### src/rtl/vga_pkg.sv
// vga_pkg -- shared constants for the raster timing generator.
//
// Holds the default 640x480@60 timing (25.175 MHz pixel rate), the sync
// polarity encodings and the bundle type carried through the output delay line.
package vga_pkg;

    localparam int DEF_H_DISPLAY = 640;
    localparam int DEF_H_FRONT   = 16;
    localparam int DEF_H_SYNC    = 96;
    localparam int DEF_H_BACK    = 48;

    localparam int DEF_V_DISPLAY = 480;
    localparam int DEF_V_BOTTOM  = 10;
    localparam int DEF_V_SYNC    = 2;
    localparam int DEF_V_TOP     = 33;

    localparam logic POL_ACTIVE_LOW  = 1'b0;
    localparam logic POL_ACTIVE_HIGH = 1'b1;

    localparam logic DEF_H_POL = POL_ACTIVE_LOW;
    localparam logic DEF_V_POL = POL_ACTIVE_LOW;

    localparam int DEF_PIPE_DLY = 2;
    localparam int DEF_SCALE_SH = 1;

    // Sync/bright bundle as it travels through the delay line. hs/vs are
    // already at their output polarity.
    typedef struct packed {
        logic hs;
        logic vs;
        logic br;
    } sync_bits_t;

endpackage

### src/rtl/vga_delay_line.sv
// vga_delay_line -- enable-gated shift register of parametrised depth.
//
// Parameters:
//   WIDTH    bits per stage
//   DEPTH    number of stages (>= 1); dout lags din by DEPTH enabled clocks
//   RST_VAL  value loaded into every stage on reset
// Ports:
//   clk    in   system clock
//   rst_n  in   asynchronous active-low reset
//   en     in   shift enable
//   din    in   WIDTH  stage-1 input
//   dout   out  WIDTH  last stage
module vga_delay_line #(
    parameter int               WIDTH   = 3,
    parameter int               DEPTH   = 2,
    parameter logic [WIDTH-1:0] RST_VAL = '0
) (
    input  logic             clk,
    input  logic             rst_n,
    input  logic             en,
    input  logic [WIDTH-1:0] din,
    output logic [WIDTH-1:0] dout
);

    logic [WIDTH-1:0] stage [DEPTH];

    always_ff @(posedge clk or negedge rst_n) begin
        if (!rst_n) begin
            for (int i = 0; i < DEPTH; i++) begin
                stage[i] <= RST_VAL;
            end
        end else if (en) begin
            stage[0] <= din;
            for (int i = 1; i < DEPTH; i++) begin
                stage[i] <= stage[i-1];
            end
        end
    end

    assign dout = stage[DEPTH-1];

endmodule

### src/rtl/vga_timing_gen.sv
// vga_timing_gen -- programmable raster timing generator.
//
// Counts pixels/lines on each pixel tick (pix_en), decodes sync and visible
// region, and delays those by PIPE_DLY ticks to line up with the downstream
// pixel pipeline. Also produces single-clock line/frame/vblank pulses for the
// PPU.
//
// Optional feature: define VGA_PIXEL_SCALE_EN to add the nes_x/nes_y ports
// (hCount/vCount shifted right by SCALE_SH).
//
// Ports:
//   clk           in   system clock
//   reset         in   asynchronous active-low reset
//   pix_en        in   pixel tick; all state advances only when high
//   hCount        out  current pixel column (undelayed)
//   vCount        out  current line (undelayed)
//   hSync         out  horizontal sync, active level H_POL, PIPE_DLY ticks late
//   vSync         out  vertical sync, active level V_POL, PIPE_DLY ticks late
//   bright        out  visible region, PIPE_DLY ticks late
//   line_start    out  one-clk pulse when hCount has just become 0
//   frame_start   out  one-clk pulse when hCount and vCount have just become 0
//   vblank_start  out  one-clk pulse when vCount has just become V_DISPLAY
//   nes_x, nes_y  out  scaled counters (VGA_PIXEL_SCALE_EN only)
module vga_timing_gen
    import vga_pkg::*;
#(
    parameter int   H_DISPLAY = DEF_H_DISPLAY,
    parameter int   H_FRONT   = DEF_H_FRONT,
    parameter int   H_SYNC    = DEF_H_SYNC,
    parameter int   H_BACK    = DEF_H_BACK,
    parameter int   V_DISPLAY = DEF_V_DISPLAY,
    parameter int   V_BOTTOM  = DEF_V_BOTTOM,
    parameter int   V_SYNC    = DEF_V_SYNC,
    parameter int   V_TOP     = DEF_V_TOP,
    parameter logic H_POL     = DEF_H_POL,
    parameter logic V_POL     = DEF_V_POL,
    parameter int   PIPE_DLY  = DEF_PIPE_DLY,
    parameter int   SCALE_SH  = DEF_SCALE_SH
) (
    input  logic clk,
    input  logic reset,
    input  logic pix_en,
    output logic [$clog2(H_DISPLAY+H_FRONT+H_SYNC+H_BACK)-1:0] hCount,
    output logic [$clog2(V_DISPLAY+V_BOTTOM+V_SYNC+V_TOP)-1:0] vCount,
    output logic hSync,
    output logic vSync,
    output logic bright,
    output logic line_start,
    output logic frame_start,
`ifdef VGA_PIXEL_SCALE_EN
    output logic [$clog2(H_DISPLAY+H_FRONT+H_SYNC+H_BACK)-SCALE_SH-1:0] nes_x,
    output logic [$clog2(V_DISPLAY+V_BOTTOM+V_SYNC+V_TOP)-SCALE_SH-1:0] nes_y,
`endif
    output logic vblank_start
);

    localparam int H_TOTAL = H_DISPLAY + H_FRONT + H_SYNC + H_BACK;
    localparam int V_TOTAL = V_DISPLAY + V_BOTTOM + V_SYNC + V_TOP;
    localparam int HW      = $clog2(H_TOTAL);
    localparam int VW      = $clog2(V_TOTAL);

    localparam logic [HW-1:0] H_MAX    = HW'(H_TOTAL - 1);
    localparam logic [HW-1:0] H_DISP   = HW'(H_DISPLAY);
    localparam logic [HW-1:0] HS_FIRST = HW'(H_DISPLAY + H_FRONT);
    localparam logic [HW-1:0] HS_LAST  = HW'(H_DISPLAY + H_FRONT + H_SYNC - 1);

    localparam logic [VW-1:0] V_MAX    = VW'(V_TOTAL - 1);
    localparam logic [VW-1:0] V_DISP   = VW'(V_DISPLAY);
    localparam logic [VW-1:0] V_PRE_VB = VW'(V_DISPLAY - 1);
    localparam logic [VW-1:0] VS_FIRST = VW'(V_DISPLAY + V_BOTTOM);
    localparam logic [VW-1:0] VS_LAST  = VW'(V_DISPLAY + V_BOTTOM + V_SYNC - 1);

    // Idle value of every delay stage: both syncs inactive, not visible.
    localparam sync_bits_t IDLE_BITS = '{hs: ~H_POL, vs: ~V_POL, br: 1'b0};

    logic       hs_raw;
    logic       vs_raw;
    logic       br_raw;
    sync_bits_t raw_bits;
    sync_bits_t dly_bits;

    always_ff @(posedge clk or negedge reset) begin
        if (!reset) begin
            hCount       <= '0;
            vCount       <= '0;
            line_start   <= 1'b0;
            frame_start  <= 1'b0;
            vblank_start <= 1'b0;
        end else begin
            line_start   <= 1'b0;
            frame_start  <= 1'b0;
            vblank_start <= 1'b0;
            if (pix_en) begin
                if (hCount == H_MAX) begin
                    hCount       <= '0;
                    vCount       <= (vCount == V_MAX) ? '0 : vCount + 1'b1;
                    // Pulses land in the same clock the wrapped counters appear.
                    line_start   <= 1'b1;
                    frame_start  <= (vCount == V_MAX);
                    vblank_start <= (vCount == V_PRE_VB);
                end else begin
                    hCount <= hCount + 1'b1;
                end
            end
        end
    end

    assign hs_raw = (hCount >= HS_FIRST) && (hCount <= HS_LAST);
    assign vs_raw = (vCount >= VS_FIRST) && (vCount <= VS_LAST);
    assign br_raw = (hCount < H_DISP) && (vCount < V_DISP);

    // Polarity is applied before the delay line so the stages reset to the
    // true idle levels and the outputs need no further logic.
    assign raw_bits.hs = hs_raw ^ ~H_POL;
    assign raw_bits.vs = vs_raw ^ ~V_POL;
    assign raw_bits.br = br_raw;

    vga_delay_line #(
        .WIDTH   (3),
        .DEPTH   (PIPE_DLY),
        .RST_VAL (IDLE_BITS)
    ) u_delay (
        .clk   (clk),
        .rst_n (reset),
        .en    (pix_en),
        .din   (raw_bits),
        .dout  (dly_bits)
    );

    assign hSync  = dly_bits.hs;
    assign vSync  = dly_bits.vs;
    assign bright = dly_bits.br;

`ifdef VGA_PIXEL_SCALE_EN
    assign nes_x = hCount[HW-1:SCALE_SH];
    assign nes_y = vCount[VW-1:SCALE_SH];
`endif

endmodule

### config.mk
export PLATFORM = sky130hd
export DESIGN_NAME = vga_timing_gen
export DESIGN_NICKNAME = d
export VERILOG_FILES = /design/src/rtl/vga_pkg.sv /design/src/rtl/vga_delay_line.sv /design/src/rtl/vga_timing_gen.sv
export SDC_FILE = /design/constraint.sdc
export NUM_CORES = 1
export LEC_CHECK = 0
export ABC_CLOCK_PERIOD_IN_PS = 2100
export BUFFER_PORTS_ARGS = -buffer_cell sky130_fd_sc_hd__clkbuf_2
export CORE_MARGIN = 5
export CORE_UTILIZATION = 54
export DETAILED_ROUTE_END_ITERATION = 12
export PLACE_DENSITY = 0.83
export SYNTH_ARGS = -nofsm -noshare
export SYNTH_HDL_FRONTEND = slang
export SYNTH_SLANG_ARGS = --single-unit
### constraint.sdc
create_clock -name clk -period 2.1 [get_ports clk]
set_input_delay 0.525 -clock clk [delete_from_list [all_inputs] [get_ports clk]]
set_output_delay 0.525 -clock clk [all_outputs]
set_load 0.005 [all_outputs]
# After elaboration in Yosys (flattened, before gate mapping)
# Cells that the tools add are included.
# totals
ff_bits,29
output_inout_bits,26
wordCells,32
input_bits,3
# classes
add_sub_neg,2
n_reduce_logical,4
n_lt_le_gt_ge,6
n_eq_ne,3
muxes,8
bitwise,2
# ops
cell,n
10-bit by 1-bit adder with 10-bit output (second input constant),2
10-bit == test (second input constant),2
10-bit 2-to-1 mux,2
10-bit by 9-bit == test with 1-bit output (second input constant),1
10-bit greater-or-equal comparator (second input constant),1
10-bit by 9-bit greater-or-equal comparator with 1-bit output (second input constant),1
10-bit less-or-equal comparator (second input constant),1
10-bit by 9-bit less-or-equal comparator with 1-bit output (second input constant),1
10-bit less-than comparator (second input constant),1
10-bit by 9-bit less-than comparator with 1-bit output (second input constant),1
1-bit 2-to-1 mux,6
1-bit logical AND,3
1-bit inverter,2
2-bit AND reduction,1

# Logic depth before layout (Yosys ltp)
# depth
depth_word,3
depth_mapped,7
mapped_depth_nobuf,6

# By module
# Synthesis repeated with hierarchy kept, for this count alone.
# unflattened
hier_cells,135
hier_area_um2,1466.4
# by_module_without_submodules
mod,cells_per_inst,n_inst,seq_area_each_um2,area_each_um2
vga_timing_gen,119,1,575.6,1187.4
vga_delay_line,16,1,155.1,279.0

# Worst setup path before layout
# No wires, ideal clock.
# synth_path
path_type,register to register
from,reg hCount[1]
to,reg vCount[8]
n_path_buf,1
required_ps,1972
period_less_slack_ps,1647
stages_incl_launch_ff,7
arrival_time_ps,1519
setup_ps,128
slack_ps,453
path_cell_list,dfrtp_1 > ha_1 > nand4_2 > nand3b_4 > buf_6 > nor3_2 > mux2_1
# synth_between
elab_chain_len,2
# synth_lines
item,line_no,text
from (decl),vga_timing_gen.sv:43,"output logic [$clog2(H_DISPLAY+H_FRONT+H_SYNC+H_BACK)-1:0] hCount,"
from (signal assigned),vga_timing_gen.sv:102,hCount <= hCount + 1'b1;
10-bit == test,vga_timing_gen.sv:94,if (hCount == H_MAX) begin
2-bit AND reduction (no line),-,
to (signal assigned),vga_timing_gen.sv:96,vCount <= (vCount == V_MAX) ? '0 : vCount + 1'b1;
to (decl),vga_timing_gen.sv:44,"output logic [$clog2(V_DISPLAY+V_BOTTOM+V_SYNC+V_TOP)-1:0] vCount,"
# Every way passes these cells.
# A chain may end at the register's enable or synchronous reset.

# Worst setup path after layout
# layout_path
from,reg hCount[1]
to,reg vCount[4]
# The elaborated chain is that of the path after synthesis.

==> results.yml <==
floorplanning:
  fp.dieH_um: 62.3
  start_util_pct: 54.9
  die_w_um: 62.3
  ioPinCount: 29
  dieArea_um2: 3880
  fp-row-count: 19
  core_um2: 2690
drt:
  drtIter0Drc: 99
  num_vias: 1211
  wl_um: 3210
  ant_nets: 0
  firstDrtPassIters: 4
  wire_per_inst_um: 15.6
  viasPerCell: 5.91
  drc: 0
global_route:
  antenna_found_initial: 0
  grt_pass1_vias: 1178
  grt_max_degree: 30
  grtUsageTotal_pct: 18.2
  grt-ovfl-total: 0
  grt_pass1_wl_um: 5600
clock_network:
  cts_tree: "built"
  root_buffer: "clkbuf_4"
  cts_made_buffers: 5
  post-cts-setup-buffer-count: 0
  clk_latency_ps: 330
  htreeDepth: 2
  cts.sinks: 29
  clock_path_buffers: 2
  cts_hold_buf: 0
  ctsResizeCount: 0
  path_clk_slew_ps: 90
sta:
  slew_viol_final: 0
  setup-violations-final: 0
  worst_pin_slew_ps: 707
  rsz0062_at_grt: "no"
  clock_skew_ps: 10.3
  tns_ps: 0
  fin_crit_sh_pct: 87.0
  finalHoldViolations: 0
  relSlewSlack_pct: 52.9
  period_minus_slack_ps: 1830
  max_freq_mhz: 547
  fin_ws_ps: 273
yosys:
  synth_warnings: 0
  async_reset_ff_share_pct: 100
  synth_ff_type: "dfrtp_1"
  yosysUniqueCellTypes: 42
  syn_inst: 140
  syn_area_um2: 1480
  synth_edf_count: 0
  synth_nets: 148
  syn_avg_cell_area_um2: 10.5
  ys_ff_latch: 29
  ys_seq_area_share_pct: 49.5
critical_path:
  worst_ep_required_time_ps: 2310
  start_kind: "flip-flop"
  arrival_ps: 2030
  crit_type: "reg -> reg"
  setup.worst_path.end_class: "flip-flop"
  critPathMaxFanout: 11
outcome:
  status: "completed"
placed_design:
  place_ws_ps: 270
  dp_hpwl_um: 2340
  portBuffers: 28
  place_congestion: 0.891
  placed_cell_area_um2: 1640
final_layout:
  drive_gt1_share_pct: 29.3
  fillCellCount: 236
  synthToLayoutAreaGrowth_pct: 15.1
  layout.nets: 181
  num_antenna_cells: 0
  finalInstanceArea_um2: 1700
min_path:
  hold_path.class: "in -> async"
pwr:
  leakagePower_nw: 0.810
  power_density_nw_per_um2: 759
  ir_worst_vdd_v: 0.000614
flow_run:
  cap_violations: 0
-- state kept, by name, indices dropped and copies added (netlist names) --
signal / cells
frame_start: 1
u_delay.stage: 3
vCount: 10
vblank_start: 1
hCount: 10
u_delay.dout: 3
line_start: 1
-- placed cells by master (no fill, tap or decap), drive strengths merged, types with 5 or more instances in the layout --
master / instances
mux2: 5
ha: 5
nand4: 7
nand3: 11
nor2: 12
clkbuf: 36
dfrtp: 25
nand2: 11
a21oi: 6
o21ai: 8
inv: 7
-- where the power goes --
part           total, W  switching [W]  leakage, nW  internal (W)
Clock          0.000350       0.000185       0.0326      0.000165
Sequential     0.000706      0.0000936        0.359      0.000613
Combinational  0.000232       0.000122        0.418      0.000110
Total           0.00129       0.000400        0.810      0.000888
-- final timing paths --
check | start | endpoint | slack, ps | cells after the start
hold reg to reg | u_delay.stage[5] | u_delay.stage[5] | 490 | 2
max in group asynchronous | reset | vblank_start | 1410 | 1
setup / recovery | hCount[1] | vCount[4] | 270 | 6
setup reg to reg | hCount[1] | vCount[4] | 270 | 6
hold / removal | reset | hCount[8] | 220 | 1
min in group clk | u_delay.stage[5] | u_delay.stage[5] | 490 | 2
-- layer usage --
layer	routed length, um	GRT usage (%)	up-vias
met5	0	0	-
met4	65	6.37	0
met3	230	7.57	7
met2	1590	30.7	43
met1	1320	20.4	590
li1	-	-	571
-- synthesized netlist by cell type (2+ instances only) --
cell	number	area share, %
a21oi_1	6	2.0
and3_1	3	1.3
and4_1	3	1.8
buf_6	2	1.5
dfrtp_1	25	42
dfstp_2	4	7.1
ha_1	5	4.2
inv_1	7	1.8
mux2_1	2	1.5
mux2_2	3	2.3
nand2_1	10	2.5
nand3_1	11	3.7
nand4_1	6	2.5
nor2_1	11	2.8
nor3_1	2	0.68
o21ai_0	6	2.0
o21ai_1	2	0.68
o22ai_1	2	0.85
xnor2_1	4	2.4
xor2_1	4	2.4
-- cells by family (layout without fill, tap and decap cells) --
group                      count (synthesis)  in the layout  share of synthesized area [%]
xor gates and xnor gates                   8              8                           4.75
AOI/OAI and AO/OA                         20             20                           8.31
muxes                                      6              6                           4.50
adders and majority gates                  5              5                           4.24
buffers and inverters                     12             46                           4.07
and+or+nand+nor                           60             60                           24.6
DFF                                       29             29                           49.5
-- final cells by class --
class | count | area, um^2 | share of cell area [%]
Multi-Input combinational cell | 99 | 684 | 40.3
Timing Repair Buffer | 30 | 155 | 9.14
Tap cell | 31 | 38.8 | 2.28
Inverter | 8 | 30.0 | 1.77
Clock buffer | 8 | 58.8 | 3.46
Sequential cell | 29 | 731 | 43.0
-- through the flow --
step | std cells | hold slack (ps) | util [%] | total power, W
6_report | 205 | 222 | 63.2 | 0.00129
3_5_place_dp | 197 | 484 | 61.0 | 0.000955
3_3_place_gp | 197 | 480 | 61.0 | 0.000939
5_1_grt | 205 | 267 | 63.2 | 0.00138
4_1_cts | 205 | 238 | 63.2 | 0.00131
2_1_floorplan | 140 | 229 | - | 0.000838
-- worst max-delay path: stages (launching register included) --
cell and delay, ps:
dfrtp_1 410, ha_1 230, nand4_2 170, nand3b_4 290, clkinv_1 150, nand4_1 130
mux2_1 340
No activity file was read; power rests on OpenSTA's default activity.
